===== src/rtl/minibyte_bus_arbiter.sv =====
// Round-robin arbiter sharing one 8-bit memory port between instruction fetch and data access.
// Sequences IDLE -> ACCESS (WAIT_CYCLES cycles) -> DONE, drives mux select and memory strobes.
module minibyte_bus_arbiter #(
  parameter int unsigned WAIT_CYCLES = 1
) (
  input  logic       clk,
  input  logic       rst_n,
  input  logic       fetch_req_in,
  input  logic       data_req_in,
  input  logic       data_we_in,
  input  logic [7:0] mem_rdata_in,
  output logic       fetch_gnt_out,
  output logic       data_gnt_out,
  output logic       fetch_done_out,
  output logic       data_done_out,
  output logic       mux_sel_out,
  output logic       mem_en_out,
  output logic       mem_we_out,
  output logic [7:0] rdata_out,
  output logic       busy_out
);

  if (WAIT_CYCLES == 0 || WAIT_CYCLES > 15) begin : g_bad_wait_cycles
    $error("minibyte_bus_arbiter: WAIT_CYCLES must be in 1..15");
  end

  localparam logic [1:0] StIdle   = 2'd0;
  localparam logic [1:0] StAccess = 2'd1;
  localparam logic [1:0] StDone   = 2'd2;

  localparam logic [3:0] CntInit = 4'(WAIT_CYCLES - 1);

  logic [1:0] state_q, state_d;
  logic       owner_q, owner_d;   // 0 = fetch, 1 = data
  logic       we_q, we_d;
  logic [3:0] cnt_q, cnt_d;
  logic       last_q, last_d;     // previous winner, 0 = fetch, 1 = data
  logic [7:0] rdata_q, rdata_d;
  logic       win_data;

  always_comb begin
    state_d  = state_q;
    owner_d  = owner_q;
    we_d     = we_q;
    cnt_d    = cnt_q;
    last_d   = last_q;
    rdata_d  = rdata_q;
    // On a tie the requester that did not win last time gets the port.
    win_data = data_req_in && (!fetch_req_in || !last_q);

    case (state_q)
      StIdle: begin
        if (fetch_req_in || data_req_in) begin
          owner_d = win_data;
          we_d    = win_data && data_we_in;
          cnt_d   = CntInit;
          last_d  = win_data;
          state_d = StAccess;
        end
      end
      StAccess: begin
        if (cnt_q == 4'd0) begin
          if (!we_q) begin
            rdata_d = mem_rdata_in;
          end
          state_d = StDone;
        end else begin
          cnt_d = cnt_q - 4'd1;
        end
      end
      StDone: begin
        state_d = StIdle;
      end
      default: begin
        state_d = StIdle;
      end
    endcase
  end

  always_ff @(posedge clk or negedge rst_n) begin
    if (!rst_n) begin
      state_q <= StIdle;
      owner_q <= 1'b0;
      we_q    <= 1'b0;
      cnt_q   <= 4'd0;
      last_q  <= 1'b1;
      rdata_q <= 8'h00;
    end else begin
      state_q <= state_d;
      owner_q <= owner_d;
      we_q    <= we_d;
      cnt_q   <= cnt_d;
      last_q  <= last_d;
      rdata_q <= rdata_d;
    end
  end

  // Outputs decode straight from state so reset drops every strobe asynchronously.
  assign fetch_gnt_out  = (state_q == StAccess) && !owner_q;
  assign data_gnt_out   = (state_q == StAccess) &&  owner_q;
  assign fetch_done_out = (state_q == StDone)   && !owner_q;
  assign data_done_out  = (state_q == StDone)   &&  owner_q;
  assign mux_sel_out    = owner_q;
  assign mem_en_out     = (state_q == StAccess);
  assign mem_we_out     = (state_q == StAccess) && we_q;
  assign rdata_out      = rdata_q;
  assign busy_out       = (state_q != StIdle);

endmodule


===== config.mk =====
export PLATFORM = sky130hd
export DESIGN_NAME = minibyte_bus_arbiter
export DESIGN_NICKNAME = d
export VERILOG_FILES = /design/src/rtl/minibyte_bus_arbiter.sv
export SDC_FILE = /design/constraint.sdc
export NUM_CORES = 1
export LEC_CHECK = 0
export BUFFER_PORTS_ARGS = -buffer_cell sky130_fd_sc_hd__buf_2
export CAP_MARGIN = 20
export CORE_MARGIN = 2
export CORE_UTILIZATION = 35
export CTS_CLUSTER_DIAMETER = 40
export DETAILED_ROUTE_END_ITERATION = 8
export HOLD_SLACK_MARGIN = 0.08
export PLACE_DENSITY = 0.66
export SETUP_SLACK_MARGIN = 0.02
export SKIP_CTS_REPAIR_TIMING = 1
export SLEW_MARGIN = 20
export SYNTH_ARGS = -nofsm -noshare
export SYNTH_HDL_FRONTEND = slang
export SYNTH_SLANG_ARGS = --single-unit

===== constraint.sdc =====
create_clock -name clk -period 5.87 [get_ports clk]
set_input_delay 0 -clock clk [delete_from_list [all_inputs] [get_ports clk]]
set_output_delay 0 -clock clk [all_outputs]
set_load 0.05 [all_outputs]

==> run summary, run 1 <==
H-tree Lvls -> 1
Final WL -> 1.74 mm
Netlist Area Pre-Place -> 823 um^2
Final setup vio count -> 0
Hold WC Path Type -> input port to asynchronous set/reset pin
Rel. slew slack -> 68.8%
Post-route setup TNS -> 0 ns
TritonCTS clock tree -> yes
Fin crit share -> 36.2%
Via density -> 4.80
Synthesis-to-layout area growth -> 40.1%
Total number of vias -> 686
Core footprint -> 2210 um^2
CP Cell Sequence -> inv_1, ha_1, or3b_4, or3_1, mux2_4
Flop2flop setup slack -> 3.74 ns
Fin worst setup slack -> 3.74 ns
Pins Over Slew Limit -> 0
Synth unique cells -> 28
Post-DP HPWL -> 1.25 mm
Die Area -> 2760 um^2
Period minus WS final -> 2.13 ns
Max layer used -> met4
GR Overflow Total -> 0
First-pass GRT wire length -> 2.79 mm
CP Capture Type -> flop
Number of synthesized flops with an enable pin -> 0
CP max stage delay -> 0.54 ns
First-pass iteration count of the detailed router -> 4
Die Span Y -> 52.5 um
Largest net degree at the start of global routing -> 18
Arrival @ worst endpoint -> 2.31 ns
Total of max-cap violations -> 0
Ys Warns -> 0
Root Buffer -> clkbuf_4
Skew final -> 0.00660 ns
Startpoint types -> flop
Wire length on met2 -> 771 um
Clock Latency Late Sink -> 0.29 ns
Final hold vios -> 0
Initial Util -> 37.2%
Asr flop ratio synth -> 100%
Final Wtd Congestion -> 0.878
GR Util All Layers -> 14.3%
DRT met1 WL -> 804 um
Clock slew seen by the registers of the worst setup and hold paths -> 0.10 ns
Residual DRC count -> 0
Routed len/inst -> 12.2 um
Final antenna-violating net count -> 0
Worst Max-Slew Pin Slew -> 0.469 ns
DP Worst Slack -> 3.76 ns
Clock Path Buffers -> 2
CP Class -> flop to flop
Status -> finished clean
#FFs+latches synth -> 17
Mapped Cells -> 70
Critical path's slowest cell -> or3_1
Final nets -> 131
CP required -> 6.05 ns
Fmax -> 470 MHz
Metal3 WL -> 120 um
Register area share after synthesis -> 51.8%
Main synth FF type -> dfrtp_1
Initial DRC count -> 10
Vias in the first global route -> 604
Core Rows -> 17
Io pins -> 29
Ratio of cells with drive above 1 in the final layout -> 35.7%
Mapped Nets -> 85
Die W -> 52.5 um
RSZ-0062 raised after global routing -> no
Antenna violations before repair -> 0
Antenna Cells -> 0
Syn avg cell area -> 11.8 um^2
CP Max Fanout -> 8
Port bufs -> 28
Clk sinks -> 17
TritonCTS Buffers -> 3
==> worst paths after layout <==
path                                  from           end  cells past startpoint
hold reg to reg               rdata_out[0]  rdata_out[0]                      1
hold / removal                       rst_n  rdata_out[2]                      2
max in group asynchronous            rst_n        last_q                      2
setup reg to reg                  cnt_q[0]  rdata_out[5]                      5
setup / recovery                  cnt_q[0]  rdata_out[5]                      5
min in group clk           mem_rdata_in[1]  rdata_out[1]                      3
==> critical path: cells and delay by family, from the launching register on <==
kind	cells	cell delay, ns
and+or+nand+nor	2	0.96
DFF	1	0.38
muxes	1	0.37
adders and majority gates	1	0.19
buffers and inverters	1	0.11
==> cell families after synthesis <==
group	synth area share (%)
compound gates	10.0
fa+ha+maj	3.04
buf+inv	4.10
flops	51.8
mux	15.8
simple gates	15.2
==> cells in the mapped netlist, types with 2 or more instances <==
| cell type | count | share of area [%] |
|---|---|---|
| nand3_1 | 2 | 1.2 |
| o21ai_0 | 4 | 2.4 |
| mux2_4 | 8 | 15 |
| nand2_1 | 5 | 2.3 |
| dfrtp_1 | 16 | 49 |
| ha_1 | 2 | 3.0 |
| nor3_1 | 2 | 1.2 |
| nor2_1 | 5 | 2.3 |
| and2_1 | 2 | 1.5 |
| inv_1 | 6 | 2.7 |
==> through the flow <==
stage	instance area (um^2)	hold WS, ns	utilization (%)	std cells
finish	1150	0.150	52.1	143
global route	1150	0.177	52.1	143
CTS	1010	-0.384	45.8	129
detailed placement	987	-0.0593	44.6	125
global placement	987	-0.0602	44.6	125
floorplan	823	-0.296	-	70
==> metal layers <==
layer | GRT usage (%) | vias to the layer above
li1 | - | 336
met5 | 0 | -
met3 | 2.86 | 4
met4 | 8.97 | 0
met1 | 18.0 | 321
met2 | 22.1 | 25
==> layout make-up <==
type | count | area, um^2
well taps | 28 | 35.0
fillers | 206 | 1060
repair buffers | 42 | 280
clock buffers | 4 | 26.3
inverters | 6 | 22.5
flip-flops and latches | 17 | 427
multi-input cells | 46 | 363
==> state kept, by name, indices dropped and copies added, names as in the netlist <==
name,cells
state_q,2
rdata_out,8
last_q,1
we_q,1
cnt_q,4
mux_sel_out,1
==> cell usage in the layout, fill, tap and decap left out <==
cell | synthesis | final
ha_1 | 2 | 2
clkbuf_4 | 0 | 3
o21ai_0 | 4 | 4
dfstp_2 | 1 | 1
mux2_4 | 8 | 8
nand2_1 | 5 | 5
dfrtp_1 | 16 | 16
nor2b_1 | 1 | 1
o22a_1 | 1 | 1
o211ai_1 | 1 | 1
a21oi_1 | 1 | 1
o2bb2ai_1 | 1 | 1
a21boi_0 | 1 | 1
and3b_1 | 1 | 1
nor3b_1 | 1 | 1
buf_2 | 0 | 28
inv_1 | 6 | 6
nor2_1 | 5 | 5
nor3_1 | 2 | 2
or3b_4 | 1 | 1
clkbuf_1 | 0 | 1
mux2i_1 | 1 | 1
or3_1 | 1 | 1
nor4b_1 | 1 | 1
a31oi_1 | 1 | 1
dlygate4sd3_1 | 0 | 14
nand2b_1 | 1 | 1
o2111ai_1 | 1 | 1
and2_1 | 2 | 2
nand3_1 | 2 | 2
a32o_1 | 1 | 1
Power of run 1 is left out: the tool's default activity adds up to more than one toggle a clock period on the data nets, which glitch-free logic cannot reach.
==> run 2: changes to the inputs <==
--- a/config.mk
+++ b/config.mk
@@ -5,6 +5,7 @@
 export SDC_FILE = /design/constraint.sdc
 export NUM_CORES = 1
 export LEC_CHECK = 0
+export ABC_AREA = 1
 export BUFFER_PORTS_ARGS = -buffer_cell sky130_fd_sc_hd__buf_2
 export CAP_MARGIN = 20
 export CORE_MARGIN = 2
@@ -12,7 +13,7 @@
 export CTS_CLUSTER_DIAMETER = 40
 export DETAILED_ROUTE_END_ITERATION = 8
 export HOLD_SLACK_MARGIN = 0.08
-export PLACE_DENSITY = 0.66
+export PLACE_DENSITY = 0.68
 export SETUP_SLACK_MARGIN = 0.02
 export SKIP_CTS_REPAIR_TIMING = 1
 export SLEW_MARGIN = 20
==> constraint.sdc (replaced) <==
create_clock -name clk -period 1.86 [get_ports clk]
set_input_delay 0 -clock clk [delete_from_list [all_inputs] [get_ports clk]]
set_output_delay 0 -clock clk [all_outputs]
set_load 0.05 [all_outputs]
==> run 2 against run 1 <==
  * Highest routed layer unchanged
  * Final cell count is 14% higher
  * Clock skew down 0.0055 ns
  * Worst hold slack improved by 0.0079 ns
  * Setup slack worse by 3.5 ns
==> run summary, run 2 <==
#FFs+latches synth -> 17
Ys Warns -> 0
Area share of the largest cell type after synthesis -> 50.2%
Die Span Y -> 51.8 um
Switching pwr -> 1260 uW
Top delay family on crit path -> buffers and inverters
Io pins -> 29
Arrival @ worst endpoint -> 1.82 ns
Flop pwr share -> 28.9%
M2 GR Usage -> 19.9%
CP Class -> flop to flop
Final Wtd Congestion -> 0.810
Via density -> 4.47
Pins Over Slew Limit -> 0
Clock Latency Late Sink -> 0.28 ns
CP max stage delay -> 0.60 ns
R2r worst-path depth -> 5
Total number of vias -> 729
Reg2reg start -> state_q[1]
Netlist Area Pre-Place -> 798 um^2
Synth cell count leaders -> 23 x nand2_1, 16 x dfrtp_1, 12 x nand3_1
TritonCTS Buffers -> 3
Antenna Cells -> 0
Worst hold margin -> 0.158 ns
Residual DRC count -> 0
Skew final -> 0.00112 ns
Most common cell in the synthesized netlist -> nand2_1
Pwr Density -> 1990 nW/um^2
Area of the multi-input gates -> 324 um^2
Grt met3 use -> 2.01%
Root Buffer -> clkbuf_4
GR Util All Layers -> 13.2%
H-tree Lvls -> 1
Worst Max-Slew Pin Slew -> 0.371 ns
Initial DRC count -> 9
Busiest grt layer -> met2
Status -> finished clean
Number of fill cells -> 220
Max rail drop VDD -> 0.000855 V
CP Cell Sequence -> nor2_1, o21ai_2, dlygate4sd3_1, nand2_1, nor2_1
Register area share after synthesis -> 53.4%
Antenna violations before repair -> 0
Net Sw Frac -> 56.3%
Hold WC Path Type -> input port to asynchronous set/reset pin
Leakage -> 0.000619 uW
Crit path from -> state_q[1]
First-pass iteration count of the detailed router -> 4
Flop2flop setup slack -> 0.22 ns
Die W -> 51.8 um
Clock Path Buffers -> 2
Most frequent cells in the layout -> 28 x buf_2, 23 x nand2_1, 16 x dfrtp_1
Register Area -> 427 um^2
Routing usage on met1 -> 17.7%
Largest net degree at the start of global routing -> 18
Port bufs -> 28
RSZ-0062 raised after global routing -> no
Synthesis-to-layout area growth -> 41.1%
Final setup vio count -> 0
Synth area leaders -> dfrtp_1 50%, nand2_1 11%, nand3_1 7.5%, nor2_1 4.7%, inv_1 4.2%
TritonCTS clock tree -> yes
Mapped Nets -> 106
Mapped Cells -> 91
Period minus WS final -> 1.64 ns
Clk pwr share -> 8.6%
Fmax -> 609 MHz
Main synth FF type -> dfrtp_1
Final WL -> 1.70 mm
Post-DP HPWL -> 1.22 mm
Most used cell, CP -> nor2_1
RR Endpoint -> cnt_q[3]
Synth unique cells -> 21
Clk sinks -> 17
Int Power -> 983 uW
Routed len/inst -> 10.4 um
First-pass GRT wire length -> 2.59 mm
Asr flop ratio synth -> 100%
Fin crit share -> 88.3%
CP Max Fanout -> 4
Core footprint -> 2190 um^2
CP required -> 2.04 ns
Cell taking the most area after synthesis -> dfrtp_1
Final nets -> 151
Total of max-cap violations -> 0
Final antenna-violating net count -> 0
Core Rows -> 17
Clock slew seen by the registers of the worst setup and hold paths -> 0.10 ns
Vias in the first global route -> 622
Initial Util -> 36.4%
Final hold vios -> 0
Max reg flops -> 8
Number of synthesized flops with an enable pin -> 0
Post-route setup TNS -> 0 ns
CP Capture Type -> flop
Combinational power share -> 62.5%
WP buf/inv -> 1
Commonest non-fill, non-tap cell in the layout -> buf_2
Ratio of cells with drive above 1 in the final layout -> 29.6%
Syn avg cell area -> 8.77 um^2
Rel. slew slack -> 75.3%
Startpoint types -> flop
Critical path's slowest cell -> dlygate4sd3_1
GR Overflow Total -> 0
Die Area -> 2680 um^2
-- run 2: cell count changes after synthesis, sizes merged, moves of 2 or more --
cell and change:
inv +5, nor2 +7, mux2 -8, nand2 +21, and2 -2, nand3 +10
-- run 2: power groups by stage --
stage | clock network, uW | registers (uW) | logic [uW]
detailed placement | 0 | 656 | 1380
floorplan | 0 | 976 | 764
global route | 210 | 671 | 1530
CTS | 200 | 648 | 1380
finish | 194 | 648 | 1400
global placement | 0 | 654 | 1360
-- run 2: how the worst max path moves through the flow --
stage / to / slack (ns) / depth (start not counted)
after floorplan: data_done_out / 0.03 / 2
after global placement: rdata_out[3] / 0.58 / 7
after detailed placement: rdata_out[5] / 0.54 / 7
after CTS: data_gnt_out / 0.49 / 5
after global routing: cnt_q[3] / 0.10 / 5
final: cnt_q[3] / 0.22 / 5
-- run 2: layer usage --
metal / part of all wire, % / vias up
li1: - / 378
met1: 46 / 331
met2: 48 / 18
met3: 4.2 / 2
met4: 1.6 / 0
met5: 0 / -
-- run 2: cell families after synthesis --
kind of cell               share of synthesized area (%)
and+or+nand+nor                                     32.0
DFF                                                 53.4
buffers and inverters                               5.96
AOI/OAI and AO/OA                                   4.39
adders and majority gates                           3.13
xor gates and xnor gates                            1.10
-- run 2: layout make-up --
type | instances | share of cell area [%]
timing repair buffer | 41 | 24.0
sequential | 17 | 37.9
tap | 28 | 3.11
multi-input combinational | 62 | 28.8
inverter | 11 | 3.89
clock buffer | 4 | 2.33
-- run 2: worst reg2reg max path, delay by kind of cell, from the launching register on --
| family | cells | cell delay (ns) |
|---|---|---|
| buf+inv | 1 | 0.60 |
| flops | 1 | 0.43 |
| simple gates | 3 | 0.38 |
| compound gates | 1 | 0.14 |
-- run 2: through the flow --
stage	instance area (um^2)	utilization, %	setup slack, ns	total power, uW	cells
after floorplan	798	-	0.0311	1740	91
after global placement	970	44.3	0.582	2010	146
after detailed placement	970	44.3	0.543	2030	146
after CTS	996	45.5	0.487	2230	150
after global routing	1130	51.4	0.101	2410	163
final	1130	51.4	0.217	2250	163
Note: power is estimated with default switching activity, not from simulation.
==> run 3: changes to the inputs <==
==> constraint.sdc (replaced) <==
create_clock -name clk -period 1.86 [get_ports clk]
set_input_delay 0.186 -clock clk [delete_from_list [all_inputs] [get_ports clk]]
set_output_delay 0.186 -clock clk [all_outputs]
set_load 0.05 [all_outputs]
==> run 3 against run 2 <==
  * Non-clock buffer count fell by 11
  * Cell area down 9.0%
  * Fmax increased by 4.4%
  * Critical path depth did not move
  * Worst hold slack got worse by 0.031 ns
  * Wire length rose by 2.5%
  * First-iteration DRC count decreased by 56%
  * Sequential share of layout area up 3.7 points
  * Global-route usage rose by 1.3 points
  * Register-to-register slack gained 0.28 ns
  * Critical path type is now flop to primary output
  * Highest routed layer unchanged
==> run summary, run 3 (synthesis results as in run 2) <==
Final nets -> 140
Arrival @ worst endpoint -> 1.39 ns
Critical path depth -> 5
Crit path capture -> data_gnt_out
Port bufs -> 28
Worst Max-Slew Pin Slew -> 0.377 ns
Total number of vias -> 690
Period minus WS final -> 1.57 ns
First-pass GRT wire length -> 2.87 mm
DP Worst Slack -> 0.513 ns
Routed len/inst -> 11.5 um
Core Rows -> 17
Ratio of cells with drive above 1 in the final layout -> 35.5%
Design area -> 1020 um^2
Clock slew seen by the registers of the worst setup and hold paths -> 0.10 ns
Number of fill cells -> 208
TritonCTS Buffers -> 3
Hold path depth -> 3
Skew final -> 0.00144 ns
CP Class -> flop to primary output
CP Max Fanout -> 5
Initial Util -> 36.4%
Largest net degree at the start of global routing -> 18
Clk sinks -> 17
Fin crit share -> 84.6%
Final antenna-violating net count -> 0
Clock Latency Late Sink -> 0.28 ns
Max reg flops -> 8
Cell Area, Placed -> 987 um^2
WP buf/inv -> 3
RSZ-0062 raised after global routing -> no
Top delay family on crit path -> flip-flops
Antenna violations before repair -> 0
Status -> finished clean
M2 GR Usage -> 23.7%
Residual DRC count -> 0
Die W -> 51.8 um
Rel. slew slack -> 74.9%
Synthesis-to-layout area growth -> 28.4%
Commonest non-fill, non-tap cell in the layout -> buf_2
Grt met3 use -> 2.59%
Routing usage on met1 -> 18.2%
CP required -> 1.67 ns
Fmax -> 635 MHz
CP Cell Sequence -> inv_2, nor2_4, inv_4, nor2_1, buf_2
Die Span Y -> 51.8 um
First-pass iteration count of the detailed router -> 3
Root Buffer -> clkbuf_4
Post-DP HPWL -> 1.39 mm
CP max stage delay -> 0.44 ns
Fin worst setup slack -> 0.286 ns
Busiest grt layer -> met2
Final WL -> 1.74 mm
GR Util All Layers -> 14.5%
Final Wtd Congestion -> 0.802
Post-route setup TNS -> 0 ns
GR Overflow Total -> 0
Hold WC Path Type -> input port to flop
Antenna Cells -> 0
Io pins -> 29
Crit path from -> state_q[0]
H-tree Lvls -> 1
Total of max-cap violations -> 0
Most frequent cells in the layout -> 28 x buf_2, 23 x nand2_1, 16 x dfrtp_1
Final hold vios -> 0
Initial DRC count -> 4
TritonCTS clock tree -> yes
Via density -> 4.54
Flop2flop setup slack -> 0.50 ns
Pins Over Slew Limit -> 0
Vias in the first global route -> 646
CP Capture Type -> primary output
Clock Path Buffers -> 2
Worst hold margin -> 0.126 ns
Critical path's slowest cell -> dfrtp_1
Startpoint types -> flop
Final setup vio count -> 0
Core footprint -> 2190 um^2
Die Area -> 2680 um^2
R2r worst-path depth -> 7
RR Endpoint -> rdata_out[6]
Reg2reg start -> cnt_q[1]
[run 3: cell types whose count changed in the layout (fill, tap and decap cells not counted)]
cell,delta
buf_4,+1
clkbuf_1,-1
clkinv_2,+1
dlygate4sd3_1,-12
nor3_1,-2
nor3_2,+2
[run 3: worst min path at each step]
stage / startpoint / endpoint / slack (ns)
after floorplan: rst_n / cnt_q[0] / -0.11
final: mem_rdata_in[1] / rdata_out[1] / 0.13
after global routing: mem_rdata_in[1] / rdata_out[1] / 0.13
after detailed placement: rst_n / cnt_q[1] / 0.13
after CTS: rst_n / rdata_out[3] / -0.20
after global placement: rst_n / cnt_q[1] / 0.13
[run 3: metrics by stage]
| stage | std cells | utilization, % |
|---|---|---|
| after global routing | 152 | 46.8 |
| after floorplan | 91 | - |
| after global placement | 147 | 45.1 |
| after detailed placement | 147 | 45.1 |
| after CTS | 151 | 46.3 |
| final | 152 | 46.8 |
[run 3: per-layer routing]
metal  routed length [um]  share of wire (%)  vias to the layer above
met1                  784                 45                      320
met4                   27                1.5                        0
met3                   87                5.0                        2
met2                  845                 48                       16
met5                    0                  0                        -
li1                     -                  -                      352
[run 3: layout make-up]
| class | instances | area, um^2 | share of cell area (%) |
|---|---|---|---|
| clock buffers | 3 | 22.5 | 2.20 |
| clock inverters | 1 | 5.00 | 0.488 |
| inverters | 11 | 43.8 | 4.27 |
| multi-input cells | 62 | 334 | 32.6 |
| flip-flops and latches | 17 | 427 | 41.6 |
| well taps | 28 | 35.0 | 3.42 |
| repair buffers | 30 | 158 | 15.4 |
[run 3: worst min-delay path, stage by stage]
cell and delay (ns):
buf_2 0.07, nand3_1 0.06, nand2_1 0.06
Power of run 3 is left out for the same reason.
